$ cat src/rtl/spart_pkg.sv
// Shared SPART bus definitions: register addresses, status bits, baud divisors, driver FSM states.
// Pure declarations, no timing or backpressure of its own.
package spart_pkg;

    localparam logic [1:0] ADDR_BUF  = 2'b00;
    localparam logic [1:0] ADDR_STAT = 2'b01;
    localparam logic [1:0] ADDR_DBL  = 2'b10;
    localparam logic [1:0] ADDR_DBH  = 2'b11;

    localparam int STAT_TBR = 0;
    localparam int STAT_RDA = 1;

    localparam logic [15:0] DIV_4800  = 16'h0515;
    localparam logic [15:0] DIV_9600  = 16'h028A;
    localparam logic [15:0] DIV_19200 = 16'h0145;
    localparam logic [15:0] DIV_38400 = 16'h00A2;

    typedef enum logic [2:0] {
        ST_RESET,
        ST_CFG_LOW,
        ST_CFG_HIGH,
        ST_POLL_RX,
        ST_READ_RX,
        ST_POLL_TX,
        ST_WRITE_TX
    } state_e;

    function automatic logic [15:0] div_lookup(input logic [1:0] br_cfg);
        logic [15:0] div;
        case (br_cfg)
            2'b00:   div = DIV_4800;
            2'b01:   div = DIV_9600;
            2'b10:   div = DIV_19200;
            default: div = DIV_38400;
        endcase
        return div;
    endfunction

endpackage

$ cat src/rtl/spart_driver.sv
// SPART bus master: programs the baud divisor, then echoes every received byte back out.
// One registered access per cycle; waits indefinitely on TBR/RDA status, no timeout.
module spart_driver
    import spart_pkg::*;
(
    input  logic       clk,
    input  logic       rst,
    input  logic [1:0] br_cfg,
    input  logic [7:0] databus_in,
    output logic       iocs,
    output logic       iorw,
    output logic [1:0] ioaddr,
    output logic [7:0] databus_out,
    output logic [7:0] rx_byte,
    output logic [7:0] echo_cnt,
    output logic       cfg_done
);

    // Switch synchronizer is left out of reset so a short reset still sees settled switches.
    logic [1:0] br_meta_q, br_sync_q;

    always_ff @(posedge clk) begin
        br_meta_q <= br_cfg;
        br_sync_q <= br_meta_q;
    end

    state_e      state_q, state_d;
    logic [1:0]  cfg_sel_q, cfg_sel_d;
    logic [1:0]  cfg_reg_q, cfg_reg_d;
    logic [7:0]  rx_byte_q, rx_byte_d;
    logic [7:0]  echo_cnt_q, echo_cnt_d;
    logic        cfg_done_q, cfg_done_d;
    logic        iocs_q, iocs_d;
    logic        iorw_q, iorw_d;
    logic [1:0]  ioaddr_q, ioaddr_d;
    logic [7:0]  dout_q, dout_d;
    logic [15:0] div_sel;

    always_comb begin
        state_d    = state_q;
        cfg_sel_d  = cfg_sel_q;
        cfg_reg_d  = cfg_reg_q;
        rx_byte_d  = rx_byte_q;
        echo_cnt_d = echo_cnt_q;
        cfg_done_d = cfg_done_q;

        case (state_q)
            ST_RESET:    state_d = ST_CFG_LOW;
            ST_CFG_LOW:  state_d = ST_CFG_HIGH;
            ST_CFG_HIGH: begin
                cfg_reg_d  = cfg_sel_q;
                cfg_done_d = 1'b1;
                state_d    = ST_POLL_RX;
            end
            ST_POLL_RX: begin
                if (databus_in[STAT_RDA]) begin
                    state_d = ST_READ_RX;
                end else if (br_sync_q != cfg_reg_q) begin
                    cfg_done_d = 1'b0;
                    state_d    = ST_CFG_LOW;
                end
            end
            ST_READ_RX: begin
                rx_byte_d = databus_in;
                state_d   = ST_POLL_TX;
            end
            ST_POLL_TX: begin
                if (databus_in[STAT_TBR]) state_d = ST_WRITE_TX;
            end
            ST_WRITE_TX: begin
                echo_cnt_d = echo_cnt_q + 8'd1;
                state_d    = ST_POLL_RX;
            end
            default:     state_d = ST_RESET;
        endcase

        // Divisor choice is frozen on entry so both bytes come from the same setting.
        if (state_d == ST_CFG_LOW) cfg_sel_d = br_sync_q;
        div_sel = div_lookup(cfg_sel_d);

        // Bus outputs are registered, so they are decoded from the state being entered.
        iocs_d   = 1'b1;
        iorw_d   = 1'b1;
        ioaddr_d = ADDR_STAT;
        dout_d   = 8'h00;
        case (state_d)
            ST_CFG_LOW: begin
                iorw_d   = 1'b0;
                ioaddr_d = ADDR_DBL;
                dout_d   = div_sel[7:0];
            end
            ST_CFG_HIGH: begin
                iorw_d   = 1'b0;
                ioaddr_d = ADDR_DBH;
                dout_d   = div_sel[15:8];
            end
            ST_READ_RX:  ioaddr_d = ADDR_BUF;
            ST_WRITE_TX: begin
                iorw_d   = 1'b0;
                ioaddr_d = ADDR_BUF;
                dout_d   = rx_byte_d;
            end
            ST_POLL_RX, ST_POLL_TX: ioaddr_d = ADDR_STAT;
            default: begin
                iocs_d   = 1'b0;
                ioaddr_d = ADDR_BUF;
            end
        endcase
    end

    always_ff @(posedge clk) begin
        if (rst) begin
            state_q    <= ST_RESET;
            cfg_sel_q  <= 2'b00;
            cfg_reg_q  <= 2'b00;
            rx_byte_q  <= 8'h00;
            echo_cnt_q <= 8'h00;
            cfg_done_q <= 1'b0;
            iocs_q     <= 1'b0;
            iorw_q     <= 1'b1;
            ioaddr_q   <= ADDR_BUF;
            dout_q     <= 8'h00;
        end else begin
            state_q    <= state_d;
            cfg_sel_q  <= cfg_sel_d;
            cfg_reg_q  <= cfg_reg_d;
            rx_byte_q  <= rx_byte_d;
            echo_cnt_q <= echo_cnt_d;
            cfg_done_q <= cfg_done_d;
            iocs_q     <= iocs_d;
            iorw_q     <= iorw_d;
            ioaddr_q   <= ioaddr_d;
            dout_q     <= dout_d;
        end
    end

    assign iocs        = iocs_q;
    assign iorw        = iorw_q;
    assign ioaddr      = ioaddr_q;
    assign databus_out = dout_q;
    assign rx_byte     = rx_byte_q;
    assign echo_cnt    = echo_cnt_q;
    assign cfg_done    = cfg_done_q;

endmodule
$ cat config.mk
export PLATFORM = sky130hd
export DESIGN_NAME = spart_driver
export DESIGN_NICKNAME = d
export VERILOG_FILES = /design/src/rtl/spart_pkg.sv /design/src/rtl/spart_driver.sv
export SDC_FILE = /design/constraint.sdc
export NUM_CORES = 1
export LEC_CHECK = 0
export CAP_MARGIN = 30
export CORE_MARGIN = 1
export CORE_UTILIZATION = 51
export DETAILED_ROUTE_END_ITERATION = 10
export GPL_TIMING_DRIVEN = 0
export HOLD_SLACK_MARGIN = 0.08
export PLACE_DENSITY_LB_ADDON = 0.12
export SETUP_SLACK_MARGIN = 0.05
export SLEW_MARGIN = 20
export SYNTH_ARGS = -nofsm -noshare
export SYNTH_HDL_FRONTEND = slang
export SYNTH_SLANG_ARGS = --single-unit
export TNS_END_PERCENT = 20
$ cat constraint.sdc
create_clock -name clk -period 2.35 [get_ports clk]
set_input_delay 0.47 -clock clk [delete_from_list [all_inputs] [get_ports clk]]
set_output_delay 0.47 -clock clk [all_outputs]
set_load 0.005 [all_outputs]
==> results of run 1 <==
==> power by group <==
group          internal (mW)  switching, mW  leakage [nW]
Clock                  0.227          0.233        0.0418
Sequential             0.713         0.0184         0.327
Combinational          0.103          0.102         0.401
Total                   1.04          0.354         0.770
==> path summary, 6_finish.rpt <==
kind | startpoint | endpoint | slack (ns) | cells after the start
hold / removal | br_meta_q[0]$_DFF_P_ | br_sync_q[0]$_DFF_P_ | 0.34 | 0
setup / recovery | echo_cnt[3]$_SDFFE_PP0P_ | echo_cnt[3] | 0.54 | 1
setup reg to reg | state_q[0]$_SDFF_PP0_ | rx_byte[4]$_SDFF_PP0_ | 0.58 | 5
hold reg to reg | br_meta_q[0]$_DFF_P_ | br_sync_q[0]$_DFF_P_ | 0.34 | 0
==> synthesized netlist by cell type (2+ instances only) <==
cell | n | area share
dfxtp_1 | 40 | 0.49
nand2_1 | 28 | 0.065
a21oi_1 | 25 | 0.077
nor2_1 | 18 | 0.042
clkbuf_1 | 9 | 0.021
o21ai_0 | 9 | 0.028
inv_1 | 5 | 0.012
nor3_1 | 5 | 0.015
xor2_1 | 5 | 0.027
nand4_1 | 4 | 0.015
xnor2_1 | 4 | 0.022
a211oi_1 | 3 | 0.014
nand2b_1 | 3 | 0.012
or3_1 | 3 | 0.012
buf_2 | 2 | 0.0062
mux2i_1 | 2 | 0.012
nor2b_1 | 2 | 0.0077
o21bai_1 | 2 | 0.0092
==> final cells by class <==
class                      instances  area (sq um)  area share
multi-input combinational        134         754.5      0.3486
sequential                        40         800.8      0.3699
buffer                            12         51.30     0.02370
inverter                           5         18.77    0.008671
clock buffer                       5         37.54     0.01734
clock inverter                     3         46.29     0.02139
timing repair buffer              40         400.4      0.1850
tap                               44         55.05     0.02543
==> stage by stage <==
step | util | instances | worst slack (ns) | instance area (sq um)
2_1_floorplan | - | 191 | 0.9424 | 1625
3_3_place_gp | 0.6872 | 275 | 0.2810 | 2081
3_5_place_dp | 0.6872 | 275 | 0.2838 | 2081
4_1_cts | 0.7149 | 283 | 0.5098 | 2165
5_1_grt | 0.7149 | 283 | 0.4030 | 2165
6_report | 0.7149 | 283 | 0.5417 | 2165
==> per-layer routing <==
layer,part of all wire,vias up
li1,-,747
met1,0.43,674
met2,0.46,71
met3,0.063,21
met4,0.042,0
met5,0,-
==> sequential cells by signal (all words and copies together) (netlist names), 3 cells and up <==
name and cells:
databus_out 8, echo_cnt 8, rx_byte 8, state_q 3
==> cells by family after synthesis <==
| family | after synthesis | share of synthesized area |
|---|---|---|
| fa+ha+maj | 1 | 0.007697 |
| simple gates | 74 | 0.2225 |
| mux | 2 | 0.01232 |
| compound gates | 48 | 0.1732 |
| buf+inv | 17 | 0.04311 |
| xor+xnor | 9 | 0.04850 |
| flops | 40 | 0.4927 |
==> impl_metrics.tcl, run 1 <==
set metrics [dict create \
    drtAntennaViolNets 0 \
    areaGrowthSynthToFinish_pct 33.18 \
    fin_crit_sh 0.7695 \
    first_iter_violations 31 \
    period_needed_ns 1.808 \
    gr-usage-met2 0.3908 \
    path_buf_inv 1 \
    cts_max_level 2 \
    pin_count 41 \
    leakage_nw 0.7703 \
    yosysUniqueCellTypes 40 \
    fillers 244 \
    clkSinkCount 40 \
    cts_resized 0 \
    grt_use_total 0.2353 \
    antenna_found_initial 0 \
    total_power_mw 1.397 \
    start_util 0.5368 \
    busiest_layer "met2" \
    crit_family "buffers and inverters" \
    crit_fanout 7 \
    post_cts_buffers 0 \
    slowest_stage "clkdlybuf4s50_1" \
    hold_class "reg2reg" \
    status "completed" \
    grt_max_degree 15 \
    die_x_microns 58.45 \
    cellPowerDensity_nw_per_um2 645.2 \
    slew_viol_final 0 \
    cts_hold_buf 0 \
    drc 0 \
    syn_area_per_cell_sq_um 8.509 \
    whs_ns 0.3449 \
    routed_wl_microns 3659 \
    final_cell_mix "dfxtp_1 (40), clkdlybuf4s50_1 (40), nand2_1 (28)" \
    critPathLaunchType "flip-flop" \
    dp_hpwl_microns 2759 \
    overflow 0 \
    synth_seq_area_share 0.4927 \
    wl_per_cell_microns 12.93 \
    layout-drive-gt1-share 0.05439 \
    dieArea_sq_um 3416 \
    clk_path_buf_depth 2 \
    cts_inserted_buffers 5 \
    cap_violations 0 \
    core_area_sq_um 3028 \
    synth-main-ff-cell "dfxtp_1" \
    end_kind "output port" \
    gr-usage-met1 0.2650 \
    async_reset_ff_frac 0 \
    nNetsFinal 251 \
    arrival_ns 1.34 \
    root_buffer "clkbuf_4" \
    rsz0062_at_grt "no" \
    place_congestion 0.9516 \
    synth_warnings 0 \
    syn_area_sq_um 1625 \
    cts_tree "done" \
    antenna-diode-count 0 \
    row_count 20 \
    required_ns 1.88 \
    slowest_delay_ns 0.54 \
    place.port_buffers 40 \
    met3_usage 0.05495 \
    clkSlewWorstSetupHoldPaths_ns 0.12 \
    worst_slew_pin_slew_ns 0.8117 \
    viasPerCell 5.346 \
    synth_nets 204 \
    synthesis.instances 191 \
    tns_ns 0 \
    max_slew_margin 0.4547 \
    vdd_drop_max_mv 0.6597 \
    synth_edf_count 0 \
    ys_ff_latch 40 \
    die-height_microns 58.45 \
    firstDrtPassIters 4 \
    finalSetupViolations 0 \
    timing.fmax_ghz 0.5530 \
    grt_pass1_wl_microns 6003 \
    crit_type "reg2out" \
    grt_pass1_vias 1413 \
    path_cells "clkdlybuf4s50_1" \
    clock_skew_ns 0.006720 \
    clock_latency_ns 0.35 \
    hold_viol_final 0 \
    vias 1513 \
]
No activity file was read; power rests on OpenSTA's default activity.
==> inputs of run 2 (changes only) <==
--- a/config.mk
+++ b/config.mk
@@ -7,7 +7,7 @@
 export LEC_CHECK = 0
 export CAP_MARGIN = 30
 export CORE_MARGIN = 1
-export CORE_UTILIZATION = 51
+export CORE_UTILIZATION = 43
 export DETAILED_ROUTE_END_ITERATION = 10
 export GPL_TIMING_DRIVEN = 0
 export HOLD_SLACK_MARGIN = 0.08
==> constraint.sdc (replaced) <==
create_clock -name clk -period 1.5 [get_ports clk]
set_input_delay 0.3 -clock clk [delete_from_list [all_inputs] [get_ports clk]]
set_output_delay 0.3 -clock clk [all_outputs]
set_load 0.005 [all_outputs]
==> impl_metrics.tcl, run 2 (same netlist as run 1, synthesis figures left out) <==
set metrics [dict create \
    slowest_delay_ns 0.50 \
    total_power_mw 2.445 \
    path_cells "clkdlybuf4s50_1" \
    fin_crit_sh 0.9594 \
    stdcell_count 284 \
    hold_viol_final 0 \
    path_buf_inv 1 \
    place.port_buffers 40 \
    required_ns 1.20 \
    antenna_found_initial 0 \
    final_cell_mix "nand2_1 (28), clkdlybuf4s50_1 (26), a21oi_1 (25)" \
    rsz0062_at_grt "yes" \
    drc 0 \
    start_util 0.4686 \
    pin_count 41 \
    viasPerCell 5.275 \
    core_area_sq_um 3468 \
    r2r_slack_ns 0.08 \
    worst-r2r-cell-count 5 \
    slew_viol_final 0 \
    cap_violations 0 \
    antenna-diode-count 0 \
    firstDrtPassIters 4 \
    slowest_stage "clkdlybuf4s50_1" \
    hold_path_depth 0 \
    cellPowerDensity_nw_per_um2 1035 \
    dieArea_sq_um 4030 \
    reg2reg_to "databus_out[0]$_SDFF_PP0_" \
    crit_type "reg2out" \
    drtAntennaViolNets 0 \
    clkSlewWorstSetupHoldPaths_ns 0.08 \
    areaGrowthSynthToFinish_pct 45.34 \
    nNetsFinal 250 \
    crit_start "rx_byte[4]$_SDFF_PP0_" \
    crit_fanout 3 \
    end_kind "output port" \
    grt_pass1_wl_microns 6989 \
    clock_latency_ns 0.30 \
    row_count 21 \
    overflow 0 \
    worst-path-stages 1 \
    leakage_nw 0.9084 \
    cts_inserted_buffers 5 \
    routed_wl_microns 4058 \
    hold_class "reg2reg" \
    timing.fmax_ghz 0.6949 \
    grt_max_degree 14 \
    clkSinkCount 40 \
    critPathLaunchType "flip-flop" \
    clk_path_buf_depth 2 \
    die_x_microns 63.48 \
    crit_family "buffers and inverters" \
    final_cell_area_sq_um 2362 \
    arrival_ns 1.14 \
    clock_skew_ns 0.003184 \
    finalSetupViolations 0 \
    status "completed" \
    layout_commonest_cell "nand2_1" \
    root_buffer "clkbuf_8" \
    r2r_start "br_sync_q[1]$_DFF_P_" \
    whs_ns 0.3269 \
    worst_slew_pin_slew_ns 0.4179 \
    vias 1498 \
    place_congestion 0.8567 \
    grt_pass1_vias 1440 \
    cts_tree "done" \
    wl_per_cell_microns 14.29 \
    period_needed_ns 1.439 \
    cts_max_level 2 \
    dpl_cell_area_sq_um 2083 \
    numPlacedInstances 277 \
    grt_use_total 0.2229 \
    first_iter_violations 85 \
    dp_hpwl_microns 2798 \
    die-height_microns 63.48 \
    vdd_drop_max_mv 0.6083 \
    layout-drive-gt1-share 0.2353 \
    max_slew_margin 0.7205 \
    crit_end "rx_byte[4]" \
]
[run 2: changes by cell type in the layout (fill, tap and decap cells not counted), moves of 4 or more]
cell,before,now
dfxtp_1,40,17
dfxtp_2,0,17
clkdlybuf4s50_1,40,26
dlygate4sd2_1,0,13
clkbuf_1,9,1
clkbuf_8,0,6
dfxtp_4,0,6
clkbuf_4,5,1
[run 2: layout make-up]
type | count | area, sq um
Buffer | 9 | 61.31
Fill cell | 289 | 1106
Timing Repair Buffer | 42 | 401.6
Clock buffer | 6 | 82.58
Tap cell | 46 | 57.56
Multi-Input combinational cell | 134 | 857.1
Inverter | 5 | 18.77
Sequential cell | 40 | 844.6
Clock inverter | 2 | 38.79
[run 2: worst min path at each step]
stage / startpoint / end / slack [ns]
floorplan: br_meta_q[0]$_DFF_P_ / br_sync_q[0]$_DFF_P_ / 0.31
global placement: br_meta_q[1]$_DFF_P_ / br_sync_q[1]$_DFF_P_ / 0.31
detailed placement: br_meta_q[0]$_DFF_P_ / br_sync_q[0]$_DFF_P_ / 0.31
CTS: br_meta_q[1]$_DFF_P_ / br_sync_q[1]$_DFF_P_ / 0.33
global route: br_meta_q[1]$_DFF_P_ / br_sync_q[1]$_DFF_P_ / 0.34
finish: br_meta_q[1]$_DFF_P_ / br_sync_q[1]$_DFF_P_ / 0.33
[run 2: layer usage]
metal  global-route usage  share of wire  up-vias
met1               0.2876           0.45      681
met2               0.3604           0.48       51
met4              0.07102          0.024        0
li1                     -              -      752
met5                    0              0        -
met3              0.05616          0.048       14
[run 2: repair_timing]
action                                  4_1_cts  5_1_grt
buffers inserted                              0        2
endpoints found under the setup margin       50       39
hold buffers                                  0        0
gates resized for setup                      51       23
pin swaps                                     1        2
[run 2: where the power goes]
| group | total [mW] | internal (mW) | switching [mW] |
|---|---|---|---|
| Combinational | 0.359 | 0.184 | 0.174 |
| Sequential | 1.15 | 1.11 | 0.0431 |
| Clock | 0.932 | 0.544 | 0.388 |
[run 2: through the flow]
stage	TNS (ns)	setup WS, ns	util
3_3_place_gp	-11.64	-0.4174	0.6006
5_1_grt	0	0.0004685	0.6811
4_1_cts	-0.2669	-0.07719	0.6537
3_5_place_dp	-11.46	-0.4158	0.6006
6_report	0	0.06085	0.6811
2_1_floorplan	0	0.09237	-
==> inputs of run 3 (changes only) <==
--- a/config.mk
+++ b/config.mk
@@ -10,7 +10,6 @@
 export CORE_UTILIZATION = 43
 export DETAILED_ROUTE_END_ITERATION = 10
 export GPL_TIMING_DRIVEN = 0
-export HOLD_SLACK_MARGIN = 0.08
 export PLACE_DENSITY_LB_ADDON = 0.12
 export SETUP_SLACK_MARGIN = 0.05
 export SLEW_MARGIN = 20
==> results of run 3 <==
The final DEF is identical to that of run 2; final timing and power are the same.
==> variant 1 (config.mk and constraints of run 3) <==
Add an input register stage for `br_cfg` and `databus_in`, with the module's reset; this delays them by one clock.
--- a/src/rtl/spart_driver.sv
+++ b/src/rtl/spart_driver.sv
@@ -17,9 +17,22 @@
 );
 
+    logic [1:0] br_cfg_q;
+    logic [7:0] databus_q;
+
+    always_ff @(posedge clk) begin
+        if (rst) begin
+            br_cfg_q  <= '0;
+            databus_q <= '0;
+        end else begin
+            br_cfg_q  <= br_cfg;
+            databus_q <= databus_in;
+        end
+    end
+
     // Switch synchronizer is left out of reset so a short reset still sees settled switches.
     logic [1:0] br_meta_q, br_sync_q;
 
     always_ff @(posedge clk) begin
-        br_meta_q <= br_cfg;
+        br_meta_q <= br_cfg_q;
         br_sync_q <= br_meta_q;
     end
@@ -54,5 +67,5 @@
             end
             ST_POLL_RX: begin
-                if (databus_in[STAT_RDA]) begin
+                if (databus_q[STAT_RDA]) begin
                     state_d = ST_READ_RX;
                 end else if (br_sync_q != cfg_reg_q) begin
@@ -62,9 +75,9 @@
             end
             ST_READ_RX: begin
-                rx_byte_d = databus_in;
+                rx_byte_d = databus_q;
                 state_d   = ST_POLL_TX;
             end
             ST_POLL_TX: begin
-                if (databus_in[STAT_TBR]) state_d = ST_WRITE_TX;
+                if (databus_q[STAT_TBR]) state_d = ST_WRITE_TX;
             end
             ST_WRITE_TX: begin
Behaviour: not the same (Yosys sat finds a counterexample within 4 cycles, from zero or initial values and one cycle with rst high).
==> variant 1 against run 3 <==
Wire length shrank 2.5%. Total power is 8.7% higher. Worst setup slack better by 0.0053 ns. Final area grew 7.3%. Area after synthesis grew 14%. Largest power group unchanged. Die area rose by 14%. Critical path type unchanged. Sequential cell count increased by 10. Highest routed layer unchanged. First-iteration DRC count down 7.1%.
==> variant 1: results (changes against run 3) <==
metric;value;unit;change
Worst-Skew Late Latency;0.30;ns;about the same
global-route wire length before repair;6180;um;-12%
DRT iter0 DRCs;79;;-7.1%
Tot GR Track Use;0.187;;-0.0360
pin count of the biggest net entering global routing;15;;+1
sw frac;0.228;;-0.0197
placed inst area;0.00232;mm^2;+11%
Non-Filler Instances;294;;+3.5%
CTS buffer count;5;;unchanged
# diodes;0;;unchanged
DR WL/cell;13.5;um;-5.8%
ys async rst share;0;;unchanged
number of vias per cell;5.06;;-4.0%
CP max FO;3;;unchanged
Syn. warnings;0;;unchanged
Post-Place Setup Slack;-0.474;ns;-0.0585 ns
Leak;1.02;nW;+13%
Multi-input gate area;820;um^2;-4.4%
Clk pin slew, worst setup/hold paths;0.08;ns;about the same
# fillers;375;;+30%
vias in the first global route;1332;;-7.5%
Synth cell types;38;;-5.0%
Max VDD drop;0.000607;V;-0.22%
Worst Hold Class;flop to flop;;
Clock Skew;0.00741;ns;+0.00422 ns
cell count after placement;280;;+1.1%
clock buffer depth;2;;unchanged
layout cells sized above 1;0.246;;+0.0106
FMAX;0.697;GHz;+0.37%
status;complete, no violations;;
max_slew headroom;0.758;;+0.0370
Most used DFF post-synth;dfxtp_1;;
leading post-synthesis cells by cell area;dfxtp_1, nor2_1, mux2i_1, nor2b_1, a21oi_1;;
final net count;256;;+2.4%
Routability Congestion;0.829;;-3.3%
most frequent cells after synthesis;dfxtp_1, nor2_1, nand2_1;;
CP delay by family, top;buffers and inverters;;
htree depth;2;;unchanged
Slowest-stage cell, CP;clkdlybuf4s50_1;;
post-DP HPWL;2580;um;-7.6%
reg-to-reg setup timing slack;0.08;ns;about the same
drt pass-1 iters;5;;+1
WP data arrival;1.13;ns;
hold_ws;0.329;ns;+0.00212 ns
sequential share of the synthesized area;0.539;;+0.0464
syn avg cell area;9.77;um^2;+15%
antenna violations before repair;0;;unchanged
syn_nets;203;;-0.49%
IO buf count;40;;unchanged
Critical Path Max Stage Delay;0.50;ns;about the same
CTS root buffer;clkbuf_8;;
## variant 1: logic make-up (layout without fill, tap and decap cells)
| logic type | after synthesis | in the layout | synth area share |
|---|---|---|---|
| buffers and inverters | 13 | 67 | 0.0330 |
| multiplexers | 8 | 8 | 0.0431 |
| XOR/XNOR | 8 | 8 | 0.0458 |
| flip-flops | 50 | 50 | 0.539 |
| AND/OR/NAND/NOR | 70 | 70 | 0.198 |
| adder cells (fa/ha/maj) | 1 | 1 | 0.00674 |
| AO/OA/AOI/OAI | 40 | 40 | 0.134 |
## variant 1: path summary, 6_finish.rpt
check,from,to,cells past startpoint
setup / recovery,rx_byte[6],rx_byte[6],1
hold / removal,br_meta_q[1],br_sync_q[1],0
setup reg to reg,state_q[0],databus_out[1],5
hold reg to reg,br_meta_q[1],br_sync_q[1],0
## variant 1: cell type report
cell class | count | share of cell area
inverters | 3 | 0.00444
clock inverters | 1 | 0.0118
well taps | 50 | 0.0247
multi-input cells | 127 | 0.323
flip-flops and latches | 50 | 0.407
plain buffers | 9 | 0.0242
repair buffers | 47 | 0.174
clock buffers | 7 | 0.0301
## variant 1: timing repair
item                                    CTS  global route
pin swaps                                 1             2
hold buffers                              0             0
gates resized for setup                  42            14
buffers inserted                          2             5
endpoints found under the setup margin   55            28
## variant 1: power by group through the flow
stage                     logic (mW)  clock network (mW)  registers, mW
final                          0.320               0.925           1.41
after global routing           0.348               0.981           1.42
after floorplan                0.151                   0           1.44
after detailed placement       0.271                   0           1.45
after CTS                      0.283               0.937           1.41
after global placement         0.269                   0           1.44
## variant 1: routing by layer
layer  vias up  wire, um  global-route usage
met3        10       155              0.0473
li1        744         -                   -
met4         0        99              0.0957
met2        43      1710               0.285
met1       692      1990               0.242
met5         -         0                   0
==> variant 2 (flow settings as in run 3) <==
Without the edit above. Set the package constant `DIV_9600` to 16'h0145 (it was 16'h028A).
--- a/src/rtl/spart_pkg.sv
+++ b/src/rtl/spart_pkg.sv
@@ -12,5 +12,5 @@
 
     localparam logic [15:0] DIV_4800  = 16'h0515;
-    localparam logic [15:0] DIV_9600  = 16'h028A;
+    localparam logic [15:0] DIV_9600  = 16'h0145;
     localparam logic [15:0] DIV_19200 = 16'h0145;
     localparam logic [15:0] DIV_38400 = 16'h00A2;
Check against the original RTL: not equivalent (Yosys sat finds a counterexample within 4 cycles, from zero or initial values and one cycle with rst high).
==> variant 2 against run 3 <==
Sequential cell count unchanged. Sequential share of layout area down 1.8 points. Critical endpoint unchanged. Clock skew down 0.0019 ns. Total power down 4.1%. Wire length down 11%. Area after synthesis down 2.6%. Worst setup slack worse by 0.029 ns. Final area up 2.1%.
==> variant 2: results (changes against run 3) <==
metric;value;unit;change
most frequent cells after synthesis;dfxtp_1, nor2_1, mux2i_1;;
Clk pin slew, worst setup/hold paths;0.07;ns;
CP max FO;2;;-1
r2r startpoint;br_sync_q[0];;
hold_ws;0.329;ns;+0.00219 ns
leading post-synthesis cells by cell area;dfxtp_1, mux2i_1, nor2_1, xor2_1, a21oi_1;;
Clock Skew;0.00133;ns;-0.00185 ns
Max VDD drop;0.000609;V;+0.17%
Worst R2R End;databus_out[2];;
reg-to-reg setup timing slack;0.04;ns;-0.04 ns
CP delay by family, top;buffers and inverters;;
clock buffer depth;2;;unchanged
sequential share of the synthesized area;0.506;;+0.0132
global-route wire length before repair;5710;um;-18%
WP data arrival;1.17;ns;+0.03 ns
Leak;0.932;nW;+2.6%
ys async rst share;0;;unchanged
CTS buffer count;5;;unchanged
Post-Place Setup Slack;-0.377;ns;+0.0388 ns
layout cells sized above 1;0.285;;+0.0498
Reg2Reg Depth;6;;+1
Worst-Skew Late Latency;0.29;ns;
Worst Hold Endpoint;br_sync_q[0];;
antenna violations before repair;0;;unchanged
Syn. warnings;0;;unchanged
htree depth;2;;unchanged
Routability Congestion;0.778;;-9.2%
Tot GR Track Use;0.184;;-0.0387
CTS root buffer;clkbuf_8;;
Synth cell types;41;;+2.5%
drt pass-1 iters;4;;unchanged
syn_nets;174;;-15%
Worst Hold Class;flop to flop;;
Slowest-stage cell, CP;clkdlybuf4s50_1;;
final net count;233;;-6.8%
status;complete, no violations;;
vias;1317;;-12%
IO buf count;40;;unchanged
hold wc startpoint;br_meta_q[0];;
max_slew headroom;0.766;;+0.0456
DRT iter0 DRCs;29;;-66%
post-DP HPWL;2170;um;-22%
Critical Path Max Stage Delay;0.51;ns;
placed inst area;0.00204;mm^2;-2.0%
pin count of the biggest net entering global routing;13;;-1
# diodes;0;;unchanged
WHS Path Cells;0;;unchanged
Total Routed Length;3610;um;-11%
==> variant 2: per-layer routing <==
layer,track usage,vias to the layer above,wire [um]
met2,0.327,30,1910
met4,0.0959,0,64
met5,0,-,0
li1,-,666,-
met1,0.206,614,1520
met3,0.0365,7,123
==> variant 2: per-stage QoR <==
step / power (mW) / std cells / TNS [ns]
after floorplan: 1.32 / 161 / 0
after CTS: 2.30 / 259 / 0
after global routing: 2.45 / 267 / -0.0142
after detailed placement: 1.44 / 247 / -8.97
after global placement: 1.44 / 247 / -8.26
final: 2.34 / 267 / 0
==> variant 2: worst max-delay path by stage <==
stage                endpoint          start  slack, ns
6_report           rx_byte[4]     rx_byte[4]       0.03
5_1_grt        databus_out[2]   br_sync_q[0]      -0.01
4_1_cts        databus_out[2]     state_q[2]      0.001
3_5_place_dp   databus_out[2]  databus_in[1]      -0.38
3_3_place_gp      echo_cnt[7]            rst      -0.35
2_1_floorplan  databus_out[2]     state_q[1]       0.07
==> variant 2: what timing repair did <==
item	4_1_cts	5_1_grt
hold buffers	0	0
resized for setup	30	28
setup endpoints to repair	38	39
pin swaps	6	8
setup buffers	4	8
cloned	0	0
==> variant 2: area by class of cell <==
type                    count  area (um^2)
inverters                   1         8.76
well taps                  46         57.6
clock inverters             2         35.0
flip-flops and latches     40          820
repair buffers             52          499
fillers                   254         1030
clock buffers               6         72.6
plain buffers              11         93.8
multi-input cells         109          825
==> variant 2: power by group <==
group / internal (mW) / switching, mW / total (mW)
logic: 0.200 / 0.163 / 0.363
clock network: 0.493 / 0.355 / 0.849
registers: 1.11 / 0.0233 / 1.13
total: 1.80 / 0.542 / 2.34
==> variant 2: kinds of logic after synthesis <==
group           Yosys count  share of synthesized area
compound gates           24                      0.104
xor+xnor                 10                     0.0553
fa+ha+maj                 1                    0.00790
buf+inv                  12                     0.0451
flops                    40                      0.506
mux                      14                     0.0885
simple gates             60                      0.194
